`src/rtl/hdmi_pkg.sv`:
```
// rtl/hdmi_pkg.sv - shared HDMI period constants, TMDS mode encoding and sequencer state enum
package hdmi_pkg;

  localparam logic [2:0] MODE_CONTROL      = 3'd0;
  localparam logic [2:0] MODE_VIDEO        = 3'd1;
  localparam logic [2:0] MODE_VIDEO_GUARD  = 3'd2;
  localparam logic [2:0] MODE_ISLAND_DATA  = 3'd3;
  localparam logic [2:0] MODE_ISLAND_GUARD = 3'd4;

  localparam logic [1:0] CTL_IDLE     = 2'b00;
  localparam logic [1:0] VID_PRE_CTL1 = 2'b01;
  localparam logic [1:0] VID_PRE_CTL2 = 2'b00;
  localparam logic [1:0] DI_PRE_CTL1  = 2'b01;
  localparam logic [1:0] DI_PRE_CTL2  = 2'b01;

  localparam int PREAMBLE_LEN = 8;
  localparam int GUARD_LEN    = 2;
  localparam int PACKET_LEN   = 32;

  typedef enum logic [2:0] {
    ST_CONTROL,
    ST_VID_PRE,
    ST_VID_GUARD,
    ST_VIDEO,
    ST_DI_PRE,
    ST_DI_LEAD,
    ST_DI_DATA,
    ST_DI_TRAIL
  } state_t;

endpackage

```
`src/rtl/hdmi_period_sequencer.sv`:
```
// rtl/hdmi_period_sequencer.sv - per-pixel HDMI period FSM driving TMDS mode, ctl words and packet pacing
module hdmi_period_sequencer
  import hdmi_pkg::*;
#(
  parameter int SCREEN_WIDTH  = 640,
  parameter int SCREEN_HEIGHT = 480,
  parameter int FRAME_WIDTH   = 800,
  parameter int FRAME_HEIGHT  = 525,
  parameter int MAX_PACKETS   = 18
) (
  input  logic                            clk_pixel,
  input  logic                            reset,
  input  logic [$clog2(FRAME_WIDTH)-1:0]  cx,
  input  logic [$clog2(FRAME_HEIGHT)-1:0] cy,
  input  logic                            hsync,
  input  logic                            vsync,
  output logic [2:0]                      mode,
  output logic [1:0]                      ctl0,
  output logic [1:0]                      ctl1,
  output logic [1:0]                      ctl2,
  output logic                            packet_enable,
  output logic [4:0]                      packet_pixel_counter
);

  localparam int CXW   = $clog2(FRAME_WIDTH);
  localparam int CYW   = $clog2(FRAME_HEIGHT);
  localparam int HB    = FRAME_WIDTH - SCREEN_WIDTH;
  localparam int N_FIT = (HB - 28) / 32;
  localparam int N     = (N_FIT < MAX_PACKETS) ? N_FIT : MAX_PACKETS;
  localparam bit ISLANDS_EN = (HB >= 60) && (N > 0);

  localparam logic [4:0]     LAST_PACKET  = 5'(ISLANDS_EN ? N - 1 : 0);
  localparam logic [4:0]     PRE_LOAD     = 5'(PREAMBLE_LEN - 1);
  localparam logic [4:0]     GUARD_LOAD   = 5'(GUARD_LEN - 1);
  localparam logic [4:0]     PIX_LAST     = 5'(PACKET_LEN - 1);
  localparam logic [CXW-1:0] ISLAND_START = CXW'(SCREEN_WIDTH + 2);
  localparam logic [CXW-1:0] LEAD_START   = CXW'(FRAME_WIDTH - 10);
  localparam logic [CXW-1:0] ACTIVE_W     = CXW'(SCREEN_WIDTH);
  localparam logic [CYW-1:0] LAST_ACTIVE  = CYW'(SCREEN_HEIGHT - 1);
  localparam logic [CYW-1:0] LAST_LINE    = CYW'(FRAME_HEIGHT - 1);

  state_t     state_q, state_d;
  logic [4:0] cnt_q, cnt_d;
  logic [4:0] pkt_q, pkt_d;
  logic [4:0] pix_q, pix_d;
  logic [2:0] mode_q, mode_d;
  logic [1:0] ctl0_q, ctl0_d;
  logic [1:0] ctl1_q, ctl1_d;
  logic [1:0] ctl2_q, ctl2_d;
  logic       pe_q, pe_d;
  logic       next_active;
  logic       in_active;

  // state_d is the period of the pixel currently on cx; counters hold that pixel's position
  always_comb begin
    state_d     = state_q;
    cnt_d       = cnt_q;
    pkt_d       = 5'd0;
    pix_d       = 5'd0;
    next_active = (cy < LAST_ACTIVE) || (cy == LAST_LINE);
    in_active   = cx < ACTIVE_W;
    case (state_q)
      ST_CONTROL: begin
        if (ISLANDS_EN && cx == ISLAND_START) begin
          state_d = ST_DI_PRE;
          cnt_d   = PRE_LOAD;
        end else if (cx == LEAD_START && next_active) begin
          state_d = ST_VID_PRE;
          cnt_d   = PRE_LOAD;
        end
      end
      ST_VID_PRE: begin
        if (cnt_q == 5'd0) begin
          state_d = ST_VID_GUARD;
          cnt_d   = GUARD_LOAD;
        end else cnt_d = cnt_q - 5'd1;
      end
      ST_VID_GUARD: begin
        if (cnt_q == 5'd0) state_d = in_active ? ST_VIDEO : ST_CONTROL;
        else               cnt_d = cnt_q - 5'd1;
      end
      ST_VIDEO: begin
        if (!in_active) state_d = ST_CONTROL;
      end
      ST_DI_PRE: begin
        if (cnt_q == 5'd0) begin
          state_d = ST_DI_LEAD;
          cnt_d   = GUARD_LOAD;
        end else cnt_d = cnt_q - 5'd1;
      end
      ST_DI_LEAD: begin
        if (cnt_q == 5'd0) state_d = ST_DI_DATA;
        else               cnt_d = cnt_q - 5'd1;
      end
      ST_DI_DATA: begin
        if (pix_q == PIX_LAST && pkt_q == LAST_PACKET) begin
          state_d = ST_DI_TRAIL;
          cnt_d   = GUARD_LOAD;
        end else begin
          pix_d = pix_q + 5'd1;
          pkt_d = (pix_q == PIX_LAST) ? pkt_q + 5'd1 : pkt_q;
        end
      end
      ST_DI_TRAIL: begin
        if (cnt_q == 5'd0) state_d = ST_CONTROL;
        else               cnt_d = cnt_q - 5'd1;
      end
      default: state_d = ST_CONTROL;
    endcase
  end

  always_comb begin
    mode_d = MODE_CONTROL;
    ctl1_d = CTL_IDLE;
    ctl2_d = CTL_IDLE;
    ctl0_d = {vsync, hsync};
    pe_d   = (state_d == ST_DI_DATA) && (pix_d == 5'd0);
    case (state_d)
      ST_VID_PRE: begin
        ctl1_d = VID_PRE_CTL1;
        ctl2_d = VID_PRE_CTL2;
      end
      ST_VID_GUARD: mode_d = MODE_VIDEO_GUARD;
      ST_VIDEO:     mode_d = MODE_VIDEO;
      ST_DI_PRE: begin
        ctl1_d = DI_PRE_CTL1;
        ctl2_d = DI_PRE_CTL2;
      end
      ST_DI_LEAD, ST_DI_TRAIL: mode_d = MODE_ISLAND_GUARD;
      ST_DI_DATA:   mode_d = MODE_ISLAND_DATA;
      default:      mode_d = MODE_CONTROL;
    endcase
  end

  always_ff @(posedge clk_pixel or posedge reset) begin
    if (reset) begin
      state_q <= ST_CONTROL;
      cnt_q   <= 5'd0;
      pkt_q   <= 5'd0;
      pix_q   <= 5'd0;
      mode_q  <= MODE_CONTROL;
      ctl0_q  <= CTL_IDLE;
      ctl1_q  <= CTL_IDLE;
      ctl2_q  <= CTL_IDLE;
      pe_q    <= 1'b0;
    end else begin
      state_q <= state_d;
      cnt_q   <= cnt_d;
      pkt_q   <= pkt_d;
      pix_q   <= pix_d;
      mode_q  <= mode_d;
      ctl0_q  <= ctl0_d;
      ctl1_q  <= ctl1_d;
      ctl2_q  <= ctl2_d;
      pe_q    <= pe_d;
    end
  end

  assign mode                 = mode_q;
  assign ctl0                 = ctl0_q;
  assign ctl1                 = ctl1_q;
  assign ctl2                 = ctl2_q;
  assign packet_enable        = pe_q;
  assign packet_pixel_counter = pix_q;

endmodule

```
`config.mk`:
```
export PLATFORM = sky130hd
export DESIGN_NAME = hdmi_period_sequencer
export DESIGN_NICKNAME = d
export VERILOG_FILES = /design/src/rtl/hdmi_pkg.sv /design/src/rtl/hdmi_period_sequencer.sv
export SDC_FILE = /design/constraint.sdc
export NUM_CORES = 1
export LEC_CHECK = 0
export BUFFER_PORTS_ARGS = -buffer_cell sky130_fd_sc_hd__buf_4
export CELL_PAD_IN_SITES_DETAIL_PLACEMENT = 1
export CELL_PAD_IN_SITES_GLOBAL_PLACEMENT = 2
export CORE_MARGIN = 2
export CORE_UTILIZATION = 34
export CTS_CLUSTER_DIAMETER = 120
export DETAILED_ROUTE_END_ITERATION = 12
export PLACE_DENSITY = 0.94
export SLEW_MARGIN = 10
export SYNTH_ARGS = -nofsm -noshare
export SYNTH_HDL_FRONTEND = slang
export SYNTH_SLANG_ARGS = --single-unit
```
`constraint.sdc`:
```
create_clock -name clk_pixel -period 5.5 [get_ports clk_pixel]
set_input_delay 0.275 -clock clk_pixel [delete_from_list [all_inputs] [get_ports clk_pixel]]
set_output_delay 0.275 -clock clk_pixel [all_outputs]
set_load 0.02 [all_outputs]
```
### Yosys cells after proc, flatten, opt, wreduce, memory -nomap -nowiden

Index checks and enable logic that the tools add are counted.

* register bits: 28
* bits in latches: 0
* RAM bits: 0
* ROM bits: 0
* output and inout bits: 15
* logic and storage cells: 75
* memories kept: 0

* add/subtract/negate cells: 3
* $mul: 0
* div/mod/pow operators: 0
* $lt $le $gt $ge: 2
* eq/ne operators: 23
* shift-type cells: 0
* multiplexer cells: 25
* bitwise operators: 0
* reduce and logical (&&, ||, !) cells: 13

Operator list (count)
* $mux W5: 10
* $eq A10 B10 Y1 const B: 3
* $mux W3: 9
* $eq A3 B3 Y1 const B: 8
* $pmux W3 S8: 1
* $pmux W5 S4: 1
* $eq A3 B2 Y1 const B: 4
* $pmux W3 S4: 1
* $add A5 B1 Y5 const B: 2
* $logic_not A5 Y1: 2
* $lt A10 B10 Y1 const B: 1
* $lt A10 B9 Y1 const B: 1
* $eq A3 B1 Y1 const B: 2
* $ne A3 B3 Y1 const B: 2
* $reduce_or A2 Y1: 3
* $eq A5 B2 Y1 const B: 1
* $eq A5 B5 Y1 const B: 1
* $sub A5 B1 Y5 const B: 1
* $ne A2 B2 Y1 const B: 2
* $reduce_and A4 Y1: 1
* $reduce_bool A4 Y1: 1
* $logic_and A1 B1 Y1: 3
* $logic_not A3 Y1: 1
* $reduce_or A3 Y1: 1
* other kinds (3): 4

### Logic depth before layout (Yosys ltp)

* depth after elaboration: 9
* gate-level depth with buffers: 10

### Worst setup path before layout

Ideal clock, no wire load.

* path type: reg-to-reg
* start: reg pix_q[1], in the netlist packet_pixel_counter[1]
* end: reg cnt_q[2]
* library setup time: 125 ps
* data arrival time: 2192 ps
* required time: 5375 ps
* slack: 3183 ps
* cell stages (with the launch flop): 9
* path buffers: 1
* cell sequence: dfrtp_1 ha_1 and3_1 ha_1 clkbuf_1 a31o_2 o211ai_2 a21oi_2 mux2_2

* word-level cells in the longest chain between the ends: 4

RTL lines
* from (decl): RTL line hdmi_period_sequencer.sv:45 `logic [4:0] pix_q, pix_d;`
* from (signal assigned): RTL line hdmi_period_sequencer.sv:150 `pix_q <= pix_d;`
* $eq A5 B5 Y1: RTL line hdmi_period_sequencer.sv:96 `if (pix_q == PIX_LAST && pkt_q == LAST_PACKET) begin`
* $logic_and A1 B1 Y1: RTL line hdmi_period_sequencer.sv:96
* $ne A2 B2 Y1 (no line)
* $reduce_and A4 Y1 (no line)
* to (signal assigned): RTL line hdmi_period_sequencer.sv:148 `cnt_q <= cnt_d;`
* to (decl): RTL line hdmi_period_sequencer.sv:43 `logic [4:0] cnt_q, cnt_d;`

Every way passes these cells.
A chain may end at the register's enable or synchronous reset.

### Final worst setup path

* start: reg cnt_q[0]
* end: reg ctl1_q[0], in the netlist ctl1[0]

* word-level cells in the longest chain between the ends: 6

RTL lines
* $logic_not A5 Y1 *
* $mux W3 (on tied branches)
* $pmux W3 S8 *: RTL line hdmi_period_sequencer.sv:62 `case (state_q)`
* net state_d[1]: RTL line hdmi_period_sequencer.sv:42 `state_t state_q, state_d;`
* $eq A3 B3 Y1 or $eq A3 B1 Y1 (tied branches): RTL line hdmi_period_sequencer.sv:118 `case (state_d)`
* $reduce_or A2 Y1 (no line) *
* $mux W1 *: RTL line hdmi_period_sequencer.sv:118
* net ctl1_d[0]: RTL line hdmi_period_sequencer.sv:48 `logic [1:0] ctl1_q, ctl1_d;`
* to (signal assigned): RTL line hdmi_period_sequencer.sv:153 `ctl1_q <= ctl1_d;`
* to (decl): RTL line hdmi_period_sequencer.sv:48

The timed path passes the listed nets; every way through them passes the cells marked *.

==> impl_metrics.csv <==
group,metric,value,unit
floorplan,fp.dieArea,0.00505,mm2
clock_network,cts.sinks,26,
power_and_ir_drop,power_density,314,mW/mm2
worst_setup_path,worstPathRequired,5680,ps
clock_network,htreeDepth,1,
logic_synthesis,syn_inst,154,
timing,finalCriticalPeriod,2340,ps
status,status,"completed",
floorplan,start_util,35.1,%
clock_network,clk_pin_slew,90,ps
timing,post-route-period-util,42.5,%
floorplan,pin_count,39,
place,place_congestion,0.795,
timing,layout_setup_ws,3160,ps
detailed_routing,drt-met1-wl,1620,um
logic_synthesis,ys_ff_latch,26,
floorplan,core.rowCount,24,
detailed_routing,ant_nets,0,
global_routing,grt_max_degree,27,
floorplan,die_h,71.1,um
worst_setup_path,worstReg2RegStart,"cnt_q[0]$_DFFE_PP0P_",
logic_synthesis,synth_warnings,0,
clock_network,holdBufCountCts,0,
worst_setup_path,reg2reg_depth,7,
place,pre_cts_ws,3160,ps
place,dp_hpwl,3110,um
logic_synthesis,syn_area,0.00153,mm2
logic_synthesis,syn-mean-instance-area,9.94,um2
timing,worst_pin_slew,960,ps
global_routing,grt_overflow,0,
layout,nets,219,
clock_network,cts_buffers,3,
logic_synthesis,async_reset_ff_share,100,%
worst_setup_path,critPathSlowestCell,"nor4b_2",
worst_hold_path,whs_path_depth,1,
layout,final_util,43.5,%
clock_network,cts_setup_buffers,0,
layout,diodes,0,
worst_setup_path,start_kind,"flop",
detailed_routing,dr_wl_met3,85,um
timing,setup_tns,0,ps
power_and_ir_drop,power,0.595,mW
logic_synthesis,ys_seq_area_share,42.5,%
timing,hold_violations,0,
clock_network,clk_path_buf_depth,2,
detailed_routing,drt_iter0_drc,31,
worst_hold_path,min_from,"vsync",
detailed_routing,drc,0,
worst_setup_path,startpoint,"cnt_q[0]$_DFFE_PP0P_",
layout,drive_gt1_share,29.1,%
timing,skew,4.47,ps
detailed_routing,wl_per_cell,16.0,um
clock_network,cts-root-buf,"clkbuf_8",
clock_network,cts_tree,"done",
power_and_ir_drop,p_leak,0.847,nW
power_and_ir_drop,vdd_drop_max,0.000196,V
detailed_routing,drt-vias-per-instance,5.33,
detailed_routing,via_count,1284,
worst_setup_path,setup.worst_path.end_class,"flop",
detailed_routing,wl_met2,2090,um
logic_synthesis,ys.flop_type,"dfrtp_1",
clock_network,cts_resized,0,
detailed_routing,first_pass_iters,4,
timing,slew-limit-headroom,35.9,%
floorplan,core_area,0.00435,mm2
detailed_routing,wl,3850,um
worst_setup_path,slowest_delay,670,ps
worst_setup_path,regToRegSetupSlack,3160,ps
global_routing,grt_pass1_wl,6710,um
timing,slew_violations,0,
worst_setup_path,r2r-end,"ctl1[0]$_DFF_PP0_",
worst_setup_path,crit_chain,"inv_1 -> ha_1 -> nor4b_2 -> o211ai_1 -> a22oi_4 -> inv_2 -> a211oi_1",
timing,clock.fmax,428,MHz
global_routing,antenna_found_initial,0,
logic_synthesis,synth_cell_types,49,
global_routing,grt_use_total,16.7,%
floorplan,die_x,71.1,um
layout,syn_to_final_growth,23.7,%
timing,setup_violations,0,
worst_hold_path,hp-class,"primary input to flop",
worst_hold_path,whs_endpoint,"ctl0[1]$_DFF_PP0_",
detailed_routing,top_layer,"met4",
global_routing,grt_pass1_vias,1383,
job,max_cap_viol_count,0,
clock_network,clock_latency,270,ps
worst_setup_path,cp_max_fo,8,
worst_setup_path,critical_path_class,"flop to flop",
place,portBuffers,36,
logic_synthesis,synth_edf_count,0,
timing,rsz0062_at_grt,"no",
worst_setup_path,worstPathArrival,2510,ps
==> worst max-delay path: cells and delay by family, from the launching register on <==
kind / cells / cell delay, ps
AO/OA/AOI/OAI: 3 / 790
AND/OR/NAND/NOR: 1 / 670
flip-flops: 1 / 390
buffers and inverters: 2 / 210
adder cells (fa/ha/maj): 1 / 180
==> final cells by class <==
type	instances	area, um2
Fill cell	494	2460
Multi-Input combinational cell	111	805
Sequential cell	26	651
Timing Repair Buffer	36	270
Tap cell	52	65.1
Clock buffer	4	55.1
Inverter	12	47.5
==> cell families (layout without fill, tap and decap cells) <==
logic type               count (synthesis)  count (layout)  synth area share, %
AO/OA/AOI/OAI                           32              32                 17.9
other                                    1               2                0.245
flip-flops                              26              26                 42.5
multiplexers                             6               6                 4.09
buffers and inverters                   18              52                 5.15
adder cells (fa/ha/maj)                  5               5                 4.09
XOR/XNOR                                 7               7                 4.01
AND/OR/NAND/NOR                         59              59                 22.0
==> cell usage after synthesis, types with 2 or more instances <==
library cell   n  area (um2)
nor3_1         5        25.0
clkbuf_1       3        11.3
a31o_2         2        17.5
a221o_1        3        30.0
inv_1         10        37.5
buf_4          2        15.0
nand2_1       10        37.5
nor4b_2        2        30.0
a211oi_1       2        15.0
a32o_1         2        20.0
nand4_1        3        18.8
mux2_2         2        22.5
and3_1         2        12.5
ha_1           5        62.6
xnor2_1        3        26.3
xor2_1         4        35.0
nor2b_1        2        12.5
o211ai_1       2        15.0
and4b_1        2        20.0
nand3_1        7        35.0
nor2_1        18        67.6
dfrtp_1       26         651
o21ai_0        4        20.0
a21oi_1        5        25.0
mux2i_1        4        40.0
==> sequential cells by signal, indices dropped and copies added, names as in the netlist <==
| name | cells |
|---|---|
| packet_pixel_counter | 5 |
| mode | 3 |
| pkt_q | 5 |
| ctl2 | 1 |
| packet_enable | 1 |
| cnt_q | 5 |
| ctl0 | 2 |
| ctl1 | 1 |
| state_q | 3 |
==> per-layer routing <==
layer	vias up	track usage [%]
met5	-	0
li1	623	-
met3	4	2.28
met1	639	19.9
met2	18	30.9
met4	0	5.03
==> cell usage in the layout (no fill, tap or decap), types with 2 or more instances in the layout <==
master	count
nand3_1	7
a32o_1	2
xnor2_1	3
nor2b_1	2
and4b_1	2
buf_4	36
a211oi_1	2
dfrtp_1	26
ha_1	5
mux2i_1	4
o21ai_0	4
a31o_2	2
nand4_1	3
mux2_2	2
nor4b_2	2
o211ai_1	2
and3_1	2
nand2_1	10
clkbuf_8	4
a221o_1	3
xor2_1	4
conb_1	2
nor2_1	18
nor3_1	5
inv_1	10
a21oi_1	5
==> stage by stage <==
stage	hold WS [ps]	std cells	area (um2)
finish	99.3	241	1890
global route	96.1	241	1890
CTS	97.6	241	1890
detailed placement	386	237	1840
global placement	385	237	1840
floorplan	306	155	1530
==> worst max-delay path by stage <==
stage	to	slack, ps	depth (start not counted)
6_report	ctl1[0]$_DFF_PP0_	3160	7
3_5_place_dp	packet_enable$_DFF_PP0_	3160	9
3_3_place_gp	packet_enable$_DFF_PP0_	3250	9
2_1_floorplan	cnt_q[2]$_DFFE_PP0P_	3180	8
5_1_grt	packet_enable$_DFF_PP0_	2890	8
4_1_cts	ctl1[0]$_DFF_PP0_	3130	7
==> report_power, final <==
| group | total [mW] | switching (mW) | leakage [nW] | internal [mW] |
|---|---|---|---|---|
| Clock | 0.126 | 0.0614 | 0.0288 | 0.0641 |
| Sequential | 0.258 | 0.0378 | 0.331 | 0.220 |
| Combinational | 0.212 | 0.116 | 0.487 | 0.0957 |
| Total | 0.595 | 0.215 | 0.847 | 0.380 |
Note: power is estimated with default switching activity, not from simulation.
